### src/rtl/hs_pkg.sv
// Shared types for the 4-phase receive bridge and its benches.
package hs_pkg;

    typedef enum bit {IDLE, ACK} t_hs4_rx_state;

    typedef enum bit {FALL, RISE} t_change;

endpackage

### src/rtl/hs_sync.sv
// N-deep synchronizer chain for a single asynchronous bit.
module hs_sync #(
    parameter int STAGES = 2
) (
    input  logic clk,
    input  logic rst_n,
    input  logic d,
    output logic q
);

    logic [STAGES-1:0] chain;

    always_ff @(posedge clk or negedge rst_n) begin
        if (!rst_n) begin
            chain <= '0;
        end else begin
            chain <= {chain[STAGES-2:0], d};
        end
    end

    assign q = chain[STAGES-1];

endmodule

### src/rtl/hs4_rx_bridge.sv
// 4-phase bundled-data receiver feeding a 1-entry valid/ready output register.
module hs4_rx_bridge
    import hs_pkg::*;
#(
    parameter int DW          = 8,
    parameter int SYNC_STAGES = 2,
    parameter int CNT_W       = 8
) (
    input  logic             clk,
    input  logic             rst_n,
    input  logic             req_i,
    input  logic [DW-1:0]    data_i,
    output logic             ack_o,
    output logic             m_valid_o,
    input  logic             m_ready_i,
    output logic [DW-1:0]    m_data_o,
    output logic [CNT_W-1:0] xfer_cnt_o
);

    t_hs4_rx_state state;
    t_hs4_rx_state state_nx;
    logic          req_s;
    logic          fire;
    logic          free;
    logic          cap;

    hs_sync #(
        .STAGES(SYNC_STAGES)
    ) u_req_sync (
        .clk  (clk),
        .rst_n(rst_n),
        .d    (req_i),
        .q    (req_s)
    );

    assign fire = m_valid_o & m_ready_i;
    assign free = !m_valid_o | fire;

    always_comb begin
        state_nx = state;
        cap      = 1'b0;
        unique case (state)
            IDLE: begin
                if (req_s && free) begin
                    cap      = 1'b1;
                    state_nx = ACK;
                end
            end
            ACK: begin
                if (!req_s) begin
                    state_nx = IDLE;
                end
            end
        endcase
    end

    always_ff @(posedge clk or negedge rst_n) begin
        if (!rst_n) begin
            state <= IDLE;
        end else begin
            state <= state_nx;
        end
    end

    // Ack comes straight off the state flop so it never glitches.
    assign ack_o = (state == ACK);

    always_ff @(posedge clk or negedge rst_n) begin
        if (!rst_n) begin
            m_valid_o  <= 1'b0;
            m_data_o   <= '0;
            xfer_cnt_o <= '0;
        end else begin
            if (cap) begin
                m_valid_o <= 1'b1;
                m_data_o  <= data_i;
            end else if (fire) begin
                m_valid_o <= 1'b0;
            end
            if (fire) begin
                xfer_cnt_o <= xfer_cnt_o + 1'b1;
            end
        end
    end

endmodule
### config.mk
export PLATFORM = sky130hd
export DESIGN_NAME = hs4_rx_bridge
export DESIGN_NICKNAME = d
export VERILOG_FILES = /design/src/rtl/hs_pkg.sv /design/src/rtl/hs_sync.sv /design/src/rtl/hs4_rx_bridge.sv
export SDC_FILE = /design/constraint.sdc
export NUM_CORES = 1
export LEC_CHECK = 0
export ABC_AREA = 0
export CORE_UTILIZATION = 41
export CTS_CLUSTER_DIAMETER = 100
export DETAILED_ROUTE_END_ITERATION = 16
export PLACE_DENSITY = 0.85
export SKIP_LAST_GASP = 1
export SYNTH_ARGS = -nofsm -noshare
export SYNTH_HDL_FRONTEND = slang
export SYNTH_HIERARCHICAL = 1
export SYNTH_SLANG_ARGS = --single-unit
### constraint.sdc
create_clock -name clk -period 1.7 [get_ports clk]
set_input_delay 0.17 -clock clk [delete_from_list [all_inputs] [get_ports clk]]
set_output_delay 0.17 -clock clk [all_outputs]
set_load 0.03 [all_outputs]
==> reports/results.ini, run 1 <==
[final_layout]
nets=104
fin_util_pct=64.8
num_antenna_cells=0
drive_gt1_share_pct=18.0
mostFrequentLayoutCells=clkdlybuf4s50_1 (29), dfrtp_1 (20), mux2_2 (9)
final_common_cell=clkdlybuf4s50_1
final_area_um2=1130
stdcell_count=114
area_growth_syn_to_layout_pct=46.5

[timing]
slew_violations=0
finalSetupTns_ps=0
fin_crit_ps=1630
setup_ws_ps=72.8
setup_violations=0
period_share_pct=95.7
worstMarginPinSlew_ps=318
fmax_mhz=615
hold_viol_final=0
fin_worst_skew_ps=1.05
maxSlewHeadroom_pct=78.6
rsz0062_at_grt=no
whs_ps=202

[clock_tree]
clock_path_buffers=2
cts_root_buffer=clkbuf_4
cts_buffers=3
htree_levels=1
cts_resized=0
post_cts_buffers=0
cts_sinks=20
path_clk_slew_ps=90
cts_hold_buf=0
cts_tree=built
insertion_delay_ps=290

[routing]
avgRoutedWirePerCell_um=11.9
maxUsedRoutingLayer=met4
ant_nets=0
dr_wl_met3_um=67
vias=527
first_pass_iters=4
wl_met1_um=597
drc_errors=0
finalWirelength_um=1350
drt_iter0_drc=6
met2WireLength_um=676
routed_via_density=4.62

[yosys]
syn_inst=55
synth_nets=68
ys_ff_latch=20
ys_types=14
syn_avg_cell_area_um2=14.0
ys_seq_area_share_pct=64.8
synth_area_um2=772
ys_warn_count=6

[worst_setup_path]
cpLargestDelayFamily=buffers and inverters
cp_max_fo=4
cpMaxStageDelayCell=clkdlybuf4s50_1
path_cells=clkdlybuf4s50_1
crit_required_ps=1530
path_buf_inv=1
cpPeakStageDelay_ps=710
endpoint_kind=output pin
cp_data_arrival_time_ps=1460
startpoint_type=register
reg2reg_slack_ps=380
path_class=reg -> out

[floorplanning]
die-height_um=45.4
chipWidth_um=45.4
ios=30
die-area_um2=2060
core_um2=1750
start_util_pct=44.2
rows=15

[global_route]
grt_pass1_vias=472
grt_max_degree=21
antenna_found_initial=0
track_usage_pct=15.1
grt_overflow=0
grt_pass1_wl_um=2100

[placement]
gp_congestion=0.671
dpl.hpwl_um=1050
io_buffers=29
place_area_um2=1110
placedCellCount=111
place_ws_ps=78.2

[power]
report.power.total_mw=1.53
cellPowerDensity_nw_per_um2=1350
p_leak_nw=0.495
peakVddDrop_mv=0.802

[job]
cap_viol_max_count=0

[status]
status=completed

[hold_path]
min-delay-path-class=in -> async

worst paths after layout:
kind,from,end,cells past startpoint
worst max-delay path,ack_o,ack_o,1
worst min-delay path,rst_n,m_data_o[1],2
worst max register to register,m_valid_o,m_data_o[5],4
worst min register to register,u_req_sync/chain[0],u_req_sync/chain[1],0
max in group asynchronous,rst_n,m_valid_o,2
min in group clk,req_i,u_req_sync/chain[0],1
registers in the layout (all words and copies together), names as in the netlist:
signal / flops
m_data_o: 8
xfer_cnt_o: 8
u_req_sync/chain: 2
m_valid_o: 1
ack_o: 1
worst reg2reg max path, delay by kind of cell, from the launching register on:
| family | cells | cell delay, ps |
|---|---|---|
| AND/OR/NAND/NOR | 2 | 260 |
| flip-flops | 1 | 420 |
| multiplexers | 1 | 340 |
| buffers and inverters | 1 | 180 |
cells by family (layout without fill, tap and decap cells):
| logic type | after synthesis | after routing | synth area share, % |
|---|---|---|---|
| AO/OA/AOI/OAI | 1 | 1 | 0.648 |
| XOR/XNOR | 7 | 7 | 7.94 |
| adder cells (fa/ha/maj) | 1 | 1 | 1.62 |
| buffers and inverters | 1 | 35 | 0.486 |
| flip-flops | 20 | 20 | 64.8 |
| multiplexers | 9 | 9 | 13.1 |
| AND/OR/NAND/NOR | 16 | 16 | 11.3 |
per-layer routing:
layer,up-vias,GRT usage (%)
li1,253,-
met1,256,18.2
met2,16,23.7
met3,2,5.95
met4,0,7.27
met5,-,0
layout make-up:
| class | count | area [um2] |
|---|---|---|
| inverters | 1 | 3.75 |
| clock buffers | 3 | 22.5 |
| well taps | 25 | 31.3 |
| fillers | 152 | 614 |
| flip-flops and latches | 20 | 500 |
| multi-input cells | 34 | 268 |
| repair buffers | 31 | 305 |
power breakdown:
part           internal (mW)  leakage [nW]  switching, mW
logic                  0.296         0.238          0.335
registers              0.585         0.243          0.105
clock network         0.0824        0.0138          0.124
total                  0.963         0.495          0.563
cells in the mapped netlist:
cell type,count,area share (%)
inv_1,1,0.49
o21ai_0,1,0.65
nor2_1,4,1.9
nor4_1,1,0.81
nor3_1,2,1.3
nand3_1,2,1.3
nand2b_2,1,1.1
ha_1,1,1.6
mux2_2,9,13
nor3b_4,1,2.4
dfrtp_1,20,65
xnor2_1,2,2.3
nand2_1,5,2.4
xor2_1,5,5.7
Power figures use the tool's default switching activity.
==> run 2, diff against run 1 <==
CORE_UTILIZATION = 30   (was 41)
PLACE_DENSITY = 0.68   (was 0.85)
==> reports/results.ini, run 2 (synthesis gave the netlist of run 1 again) <==
[final_layout]
regArea_um2=500  ; unchanged
area_growth_syn_to_layout_pct=49.1
mostFrequentLayoutCells=clkdlybuf4s50_1 (29), dfrtp_1 (20), mux2_2 (9)
reg.largest.list=m_data_o (8), xfer_cnt_o (8), u_req_sync/chain (2)
multi_input_area_um2=268  ; unchanged
fin_util_pct=46.9  ; -18 points
fillers=234  ; +54%
drive_gt1_share_pct=18.9  ; +0.91 points
stdcell_count=120  ; +5.3%
nets=104  ; unchanged
num_antenna_cells=0  ; unchanged
final_common_cell=clkdlybuf4s50_1

[job]
cap_viol_max_count=0  ; unchanged

[timing]
hold_viol_final=0  ; unchanged
finalSetupTns_ps=0  ; unchanged
maxSlewHeadroom_pct=78.8  ; +0.28 points
fin_worst_skew_ps=8.66  ; +7.61 ps
fmax_mhz=618  ; +0.61%
rsz0062_at_grt=no
fin_crit_ps=1620  ; -9.88 ps
period_share_pct=95.1  ; -0.58 points
worstMarginPinSlew_ps=316  ; -2.21 ps
setup_violations=0  ; unchanged
whs_ps=196  ; -6.21 ps
slew_violations=0  ; unchanged

[worst_setup_path]
cpLargestDelayFamily=buffers and inverters
r2r-end=m_data_o[3]
startpoint_type=register
path_class=reg -> out
cp_data_arrival_time_ps=1450  ; about the same
path_buf_inv=1  ; unchanged
reg2reg_slack_ps=340  ; -40 ps
cp_max_fo=4  ; unchanged
cpMaxStageDelayCell=clkdlybuf4s50_1
r2r-start=m_valid_o
crit_required_ps=1530  ; about the same
cpPeakStageDelay_ps=710  ; about the same
reg2regPathDepth=4  ; unchanged
endpoint_kind=output pin
path_cells=clkdlybuf4s50_1

[clock_tree]
cts_root_buffer=clkbuf_4
htree_levels=1  ; unchanged
cts_buffers=3  ; unchanged
path_clk_slew_ps=110  ; +20 ps
cts_sinks=20  ; unchanged
cts_tree=built
cts_hold_buf=0  ; unchanged
cts_resized=0  ; unchanged
insertion_delay_ps=290  ; about the same
post_cts_buffers=0  ; unchanged
clock_path_buffers=2  ; unchanged

[floorplanning]
die-area_um2=2780  ; +35%
die-height_um=52.7  ; +16%
ios=30  ; unchanged
chipWidth_um=52.7  ; +16%
rows=18  ; +3
start_util_pct=31.4  ; -13 points
core_um2=2450  ; +41%

[placement]
gp_congestion=0.748  ; +11%
io_buffers=29  ; unchanged
placedCellCount=116  ; +4.5%

[global_route]
grt_overflow=0  ; unchanged
grt_max_degree=21  ; unchanged
antenna_found_initial=0  ; unchanged
track_usage_pct=11.7  ; -3.5 points
grt_pass1_vias=510  ; +8.1%
grt_pass1_wl_um=2260  ; +7.2%

[power]
peakVddDrop_mv=0.843  ; +5.2%
p_leak_nw=0.502  ; +1.5%
cellPowerDensity_nw_per_um2=1370  ; +1.8%
report.power.total_mw=1.58  ; +3.6%

[routing]
first_pass_iters=4  ; unchanged
finalWirelength_um=1390  ; +2.6%
vias=540  ; +2.5%
drt_iter0_drc=5  ; -1
routed_via_density=4.50  ; -2.7%
drc_errors=0  ; unchanged
ant_nets=0  ; unchanged
avgRoutedWirePerCell_um=11.6  ; -2.5%

[status]
status=completed

[hold_path]
min-delay-path-class=in -> async

-- run 2: cell types whose count changed in the layout (fill, tap and decap cells not counted), sizes merged --
| cell | previous run | this run |
|---|---|---|
| clkbuf | 3 | 4 |
-- run 2: final cells by class --
type	instances	share of cell area (%)
multi-input combinational	34	23.3
clock buffer	4	3.15
tap	30	3.26
inverter	1	0.326
timing repair buffer	31	26.5
sequential	20	43.5
-- run 2: routing by layer --
metal / GRT usage (%) / routed length [um]
met1: 14.7 / 606
met4: 3.95 / 15
met5: 0 / 0
met2: 17.5 / 696
met3: 5.22 / 69
-- run 2: per-stage QoR --
stage / instance area [um2] / worst slack [ps]
6_report: 1150 / 82.7
5_1_grt: 1150 / 35.2
4_1_cts: 1150 / 56.5
3_5_place_dp: 1110 / 54.8
3_3_place_gp: 1110 / 94.2
2_1_floorplan: 772 / 246
-- run 2: worst max-delay path by stage --
stage,from,cells past startpoint,end
final,ack_o,1,ack_o
after global routing,ack_o,1,ack_o
after CTS,ack_o,1,ack_o
after detailed placement,m_ready_i,5,m_data_o[5]
after global placement,m_ready_i,5,m_data_o[6]
after floorplan,m_valid_o,3,m_data_o[0]
-- run 2: power by group --
part           internal, mW  leakage, nW  switching [mW]  total, mW
combinational         0.296        0.238           0.336      0.632
clock                 0.131       0.0210           0.131      0.261
sequential            0.585        0.243           0.103      0.687
total                  1.01        0.502           0.569       1.58
==> RTL change 1, RTL diff (settings of run 2) <==
Change the parameter `DW` from 8 to 6.
--- a/src/rtl/hs4_rx_bridge.sv
+++ b/src/rtl/hs4_rx_bridge.sv
@@ -3,5 +3,5 @@
     import hs_pkg::*;
 #(
-    parameter int DW          = 8,
+    parameter int DW          = 6,
     parameter int SYNC_STAGES = 2,
     parameter int CNT_W       = 8
Ports: changed (resized data_i and m_data_o); port bits go from 30 to 26. No check against the original RTL was run, so the function may have changed too.
==> RTL change 1 against run 2 <==
  * Worst setup slack better by 0.014 ns
  * Final cell count decreased by 10%
  * Sequential cell count fell by 2
  * Register-to-register slack barely moved
  * Synthesized area decreased by 9.2%
  * Largest cell class unchanged
  * Fmax rose by 0.84%
  * Power fell by 9.0%
  * Final area shrank 11%
  * Non-clock buffer count fell by 5
  * Clock skew is 0.0055 ns lower
  * Sequential share of layout area grew 0.26 points
  * Routed wire length shrank 17%
==> RTL change 1: results (changes against run 2) <==
| Metric | Value |
|---|---|
| YS warnings | `6 (unchanged)` |
| Global-route total usage across every layer | `10.3% (was 11.7%)` |
| Seq/Total Area, Yosys | `64.3% (was 64.8%)` |
| Synth top area cells | `sky130_fd_sc_hd__dfrtp_1 (64%), sky130_fd_sc_hd__mux2_2 (11%), sky130_fd_sc_hd__xnor2_1 (6.3%) (was sky130_fd_sc_hd__dfrtp_1 (65%), sky130_fd_sc_hd__mux2_2 (13%), sky130_fd_sc_hd__xor2_1 (5.7%))` |
| Largest registers | `xfer_cnt_o: 8 flops, m_data_o: 6 flops, u_req_sync/chain: 2 flops (was m_data_o: 8 flops, xfer_cnt_o: 8 flops, u_req_sync/chain: 2 flops)` |
| Max-slew headroom at the worst pin | `76.6% (was 78.8%)` |
| First-pass GRT wire length | `1.90 mm (was 2.26 mm)` |
| IO Port Bufs | `25 (was 29)` |
| Number of fill cells | `214 (was 234)` |
| Vias in the first global route | `447 (was 510)` |
| Largest net degree at the start of global routing | `19 (was 21)` |
| Synth async-reset ratio | `100% (unchanged)` |
| Critical path data arrival time | `1.43 ns (was 1.45 ns)` |
| Total placed cells including tap cells | `104 (was 116)` |
| Post-layout nets | `92 (was 104)` |
| Post-cts resize count | `0 (unchanged)` |
| Clock latency at the later pin of the worst-skew pair | `about 0.28 ns` |
| Setup slack at placement | `-0.00777 ns (was 0.0548 ns)` |
| Number of unique standard cell types used by synthesis | `16 (was 14)` |
| Total routed wire length on the met1 layer | `532 um (was 606 um)` |
| Number of detailed-route iterations in the first pass | `2 (was 4)` |
| Placed cell areas | `993 um^2 (was 1110 um^2)` |
| Outcome | `completed (unchanged)` |
| Met2 wire len | `548 um (was 696 um)` |
| Most common library cells after synthesis | `sky130_fd_sc_hd__dfrtp_1 (18), sky130_fd_sc_hd__mux2_2 (7), sky130_fd_sc_hd__nand2_1 (5), sky130_fd_sc_hd__xnor2_1 (5), sky130_fd_sc_hd__nor2_1 (3) (was sky130_fd_sc_hd__dfrtp_1 (20), sky130_fd_sc_hd__mux2_2 (9), sky130_fd_sc_hd__nand2_1 (5), sky130_fd_sc_hd__xor2_1 (5), sky130_fd_sc_hd__nor2_1 (4))` |
| Largest vdd supply drop | `0.000933 V (was 0.000843 V)` |
| Non-filler cells in the finished layout | `108 (was 120)` |
| Global routing usage on met2 | `16.0% (was 17.5%)` |
| DPL Wire Length | `845 um` |
| GR Util met3 | `1.82% (was 5.22%)` |
| Worst Hold Class | `primary input to async pin (unchanged)` |
| Detailed Route Iter0 Violations | `2 (was 5)` |
| Global routing usage on met1 | `12.9% (was 14.7%)` |
| Leakage power summed over all cells | `0.440 nW (was 0.502 nW)` |
| Sw frac | `35.7% (was 36.0%)` |
| Skew final | `0.00316 ns (was 0.00866 ns)` |
| Routed length on met3 | `52 um (was 69 um)` |
| Fraction of layout cells with a size suffix above 1 | `17.5% (was 18.9%)` |
| Mean number of vias per cell | `4.28 (was 4.50)` |
| Synthesized area per cell | `14.0 um^2 (about the same)` |
RTL change 1: cell types whose count changed after synthesis, moves of 2 or more:
cell	before	now
sky130_fd_sc_hd__xnor2_1	2	5
sky130_fd_sc_hd__xor2_1	5	2
sky130_fd_sc_hd__dfrtp_1	20	18
sky130_fd_sc_hd__mux2_2	9	7
RTL change 1: layout make-up:
cell class	instances	area (um^2)	area share, %
clock buffers	4	36.3	3.52
inverters	1	3.75	0.365
multi-input cells	31	246	23.9
flip-flops and latches	18	450	43.7
well taps	28	35.0	3.40
repair buffers	26	258	25.0
RTL change 1: cell families after synthesis:
kind of cell / share of synthesized area, %
flip-flops: 64.3
AND/OR/NAND/NOR: 12.7
XOR/XNOR: 8.75
multiplexers: 11.3
AO/OA/AOI/OAI: 0.714
buffers and inverters: 0.535
adder cells (fa/ha/maj): 1.79
RTL change 1: power groups by stage:
stage / sequential, mW / clock, mW / combinational (mW)
after global routing: 0.641 / 0.287 / 0.599
after detailed placement: 0.628 / 0 / 0.567
after CTS: 0.619 / 0.269 / 0.568
after floorplan: 0.809 / 0 / 0.129
after global placement: 0.626 / 0 / 0.560
final: 0.618 / 0.258 / 0.562
RTL change 1: worst paths after layout:
check	endpoint	slack [ns]	depth (start not counted)
max	ack_o	0.1	1
min	xfer_cnt_o[2]$_DFFE_PN0P_	0.21	2
max reg2reg	m_data_o[3]$_DFFE_PN0P_	0.34	3
min reg2reg	u_req_sync/chain[1]$_DFF_PN0_	0.36	0
max in group asynchronous	m_data_o[0]$_DFFE_PN0P_	1.30	2
min in group clk	u_req_sync/chain[0]$_DFF_PN0_	0.32	1
==> RTL change 2, RTL diff (flow settings as in run 2) <==
Made on the original files. Make the reset (`rst_n`) synchronous in 3 clocked blocks. Comments in the files are not updated.
--- a/src/rtl/hs_sync.sv
+++ b/src/rtl/hs_sync.sv
@@ -11,5 +11,5 @@
     logic [STAGES-1:0] chain;
 
-    always_ff @(posedge clk or negedge rst_n) begin
+    always_ff @(posedge clk) begin
         if (!rst_n) begin
             chain <= '0;
--- a/src/rtl/hs4_rx_bridge.sv
+++ b/src/rtl/hs4_rx_bridge.sv
@@ -55,5 +55,5 @@
     end
 
-    always_ff @(posedge clk or negedge rst_n) begin
+    always_ff @(posedge clk) begin
         if (!rst_n) begin
             state <= IDLE;
@@ -66,5 +66,5 @@
     assign ack_o = (state == ACK);
 
-    always_ff @(posedge clk or negedge rst_n) begin
+    always_ff @(posedge clk) begin
         if (!rst_n) begin
             m_valid_o  <= 1'b0;
Formal check against the unedited RTL: differs if rst_n is asserted again (counterexample within 4 cycles, from zero or initial values and one cycle with rst_n low); with rst_n held inactive, the same outputs for 10 cycles.
==> RTL change 2 against run 2 <==
  * Final area is 2.1% lower
  * Sequential cell count unchanged
  * Clock skew shrank 0.0074 ns
  * Synthesized area is the same
  * Routed wire length grew 29%
  * Final cell count up 23%
  * Core utilization decreased by 0.97 points
  * Synthesized cell count is 58% higher
  * Via count increased by 37%
  * Worst setup slack improved by 0.020 ns
  * Highest routed layer unchanged
Power is not compared: it rests on default switching activity, and its combinational part moved more than twofold at a synthesized area within 25%.
==> RTL change 2: results (changes against run 2) <==
| Metric | Value |
|---|---|
| Outcome | `completed (unchanged)` |
| Setup slack at placement | `0.150 ns (was 0.0548 ns)` |
| Routed len/inst | `12.1 um (was 11.6 um)` |
| Largest vdd supply drop | `0.000476 V` |
| Number of fill cells | `253 (was 234)` |
| Synth async-reset ratio | `0% (was 100%)` |
| Placed cell areas | `1100 um^2 (was 1110 um^2)` |
| Total clock buffers created by CTS | `3 (unchanged)` |
| Global routing usage on met2 | `23.6% (was 17.5%)` |
| Final wirelength | `1.79 mm (was 1.39 mm)` |
| Setup crit end | `xfer_cnt_o[0] (was ack_o)` |
| Worst-case reg-to-reg path depth | `3 (was 4)` |
| Final weighted congestion in routability-driven placement | `0.737 (was 0.748)` |
| Skew final | `0.00127 ns (was 0.00866 ns)` |
| CP startpoint | `xfer_cnt_o[0]$_SDFFE_PN0P_ (was ack_o$_DFF_PN0_)` |
| Worst Hold Class | `primary input to flip-flop (was primary input to async pin)` |
| Final hold slack | `0.422 ns (was 0.196 ns)` |
| Vias | `741 (was 540)` |
| Number of unique standard cell types used by synthesis | `23 (was 14)` |
| GR Util met3 | `4.93% (was 5.22%)` |
| Total placed cells including tap cells | `145 (was 116)` |
| Critical path data arrival time | `1.43 ns (was 1.45 ns)` |
| Met2 wire len | `824 um (was 696 um)` |
| Gate count of the mapped netlist | `87 (was 55)` |
| Most common library cells after synthesis | `sky130_fd_sc_hd__dfxtp_1 (20), sky130_fd_sc_hd__a21oi_1 (15), sky130_fd_sc_hd__o21ai_0 (12), sky130_fd_sc_hd__nand3_1 (11), sky130_fd_sc_hd__or3_1 (4) (was sky130_fd_sc_hd__dfrtp_1 (20), sky130_fd_sc_hd__mux2_2 (9), sky130_fd_sc_hd__nand2_1 (5), sky130_fd_sc_hd__xor2_1 (5), sky130_fd_sc_hd__nor2_1 (4))` |
| First-pass GRT wire length | `2.74 mm (was 2.26 mm)` |
| Post-synth net total | `100 (was 68)` |
| R2r endpoint | `xfer_cnt_o[7]$_SDFFE_PN0P_ (was m_data_o[3]$_DFFE_PN0P_)` |
| Vias in the first global route | `654 (was 510)` |
| Post-layout nets | `133 (was 104)` |
| Final min period | `1.60 ns (was 1.62 ns)` |
| Global-route total usage across every layer | `13.7% (was 11.7%)` |
| Synth top area cells | `sky130_fd_sc_hd__dfxtp_1 (52%), sky130_fd_sc_hd__a21oi_1 (9.7%), sky130_fd_sc_hd__o21ai_0 (7.8%) (was sky130_fd_sc_hd__dfrtp_1 (65%), sky130_fd_sc_hd__mux2_2 (13%), sky130_fd_sc_hd__xor2_1 (5.7%))` |
| Global routing usage on met1 | `15.1% (was 14.7%)` |
==> RTL change 2: cell count changes after synthesis, sizes merged, moves of 3 or more <==
cell,before,now
nand3,2,11
dfxtp,0,20
xor2,5,1
o21ai,1,12
clkbuf,0,3
a21oi,0,15
dfrtp,20,0
or3,0,4
mux2,9,0
==> RTL change 2: layout make-up <==
| cell class | instances | area (um^2) | share of cell area (%) |
|---|---|---|---|
| clock buffers | 3 | 22.5 | 2.00 |
| flip-flops and latches | 20 | 400 | 35.5 |
| multi-input cells | 61 | 348 | 30.9 |
| repair buffers | 31 | 308 | 27.3 |
| well taps | 30 | 37.5 | 3.33 |
| inverters | 3 | 11.3 | 0.999 |
==> RTL change 2: cell families (layout without fill, tap and decap cells) <==
group	count (synthesis)	count (layout)	synth area share, %
adders and majority gates	1	1	1.62
xor gates and xnor gates	2	2	2.27
DFF	20	20	51.9
and+or+nand+nor	29	29	21.4
buffers and inverters	6	37	3.08
AOI/OAI and AO/OA	29	29	19.8
==> RTL change 2: repair_timing <==
item                                    in CTS  in global routing
resized for setup                            0                  1
buffers inserted                             0                  0
endpoints found under the setup margin       0                  1
==> RTL change 2: worst reg2reg max path: stages, from the launching register on <==
cell	delay [ns]
sky130_fd_sc_hd__dfxtp_1	0.45
sky130_fd_sc_hd__nand4_2	0.18
sky130_fd_sc_hd__or4_1	0.51
sky130_fd_sc_hd__a21oi_1	0.15
==> RTL change 2: power by group through the flow <==
stage / Clock (mW) / Combinational [mW] / Sequential [mW]
2_1_floorplan: 0 / 0.0238 / 0.513
3_3_place_gp: 0 / 0.0918 / 0.496
3_5_place_dp: 0 / 0.0927 / 0.497
4_1_cts: 0.230 / 0.0933 / 0.486
5_1_grt: 0.248 / 0.0997 / 0.487
6_report: 0.219 / 0.0928 / 0.486
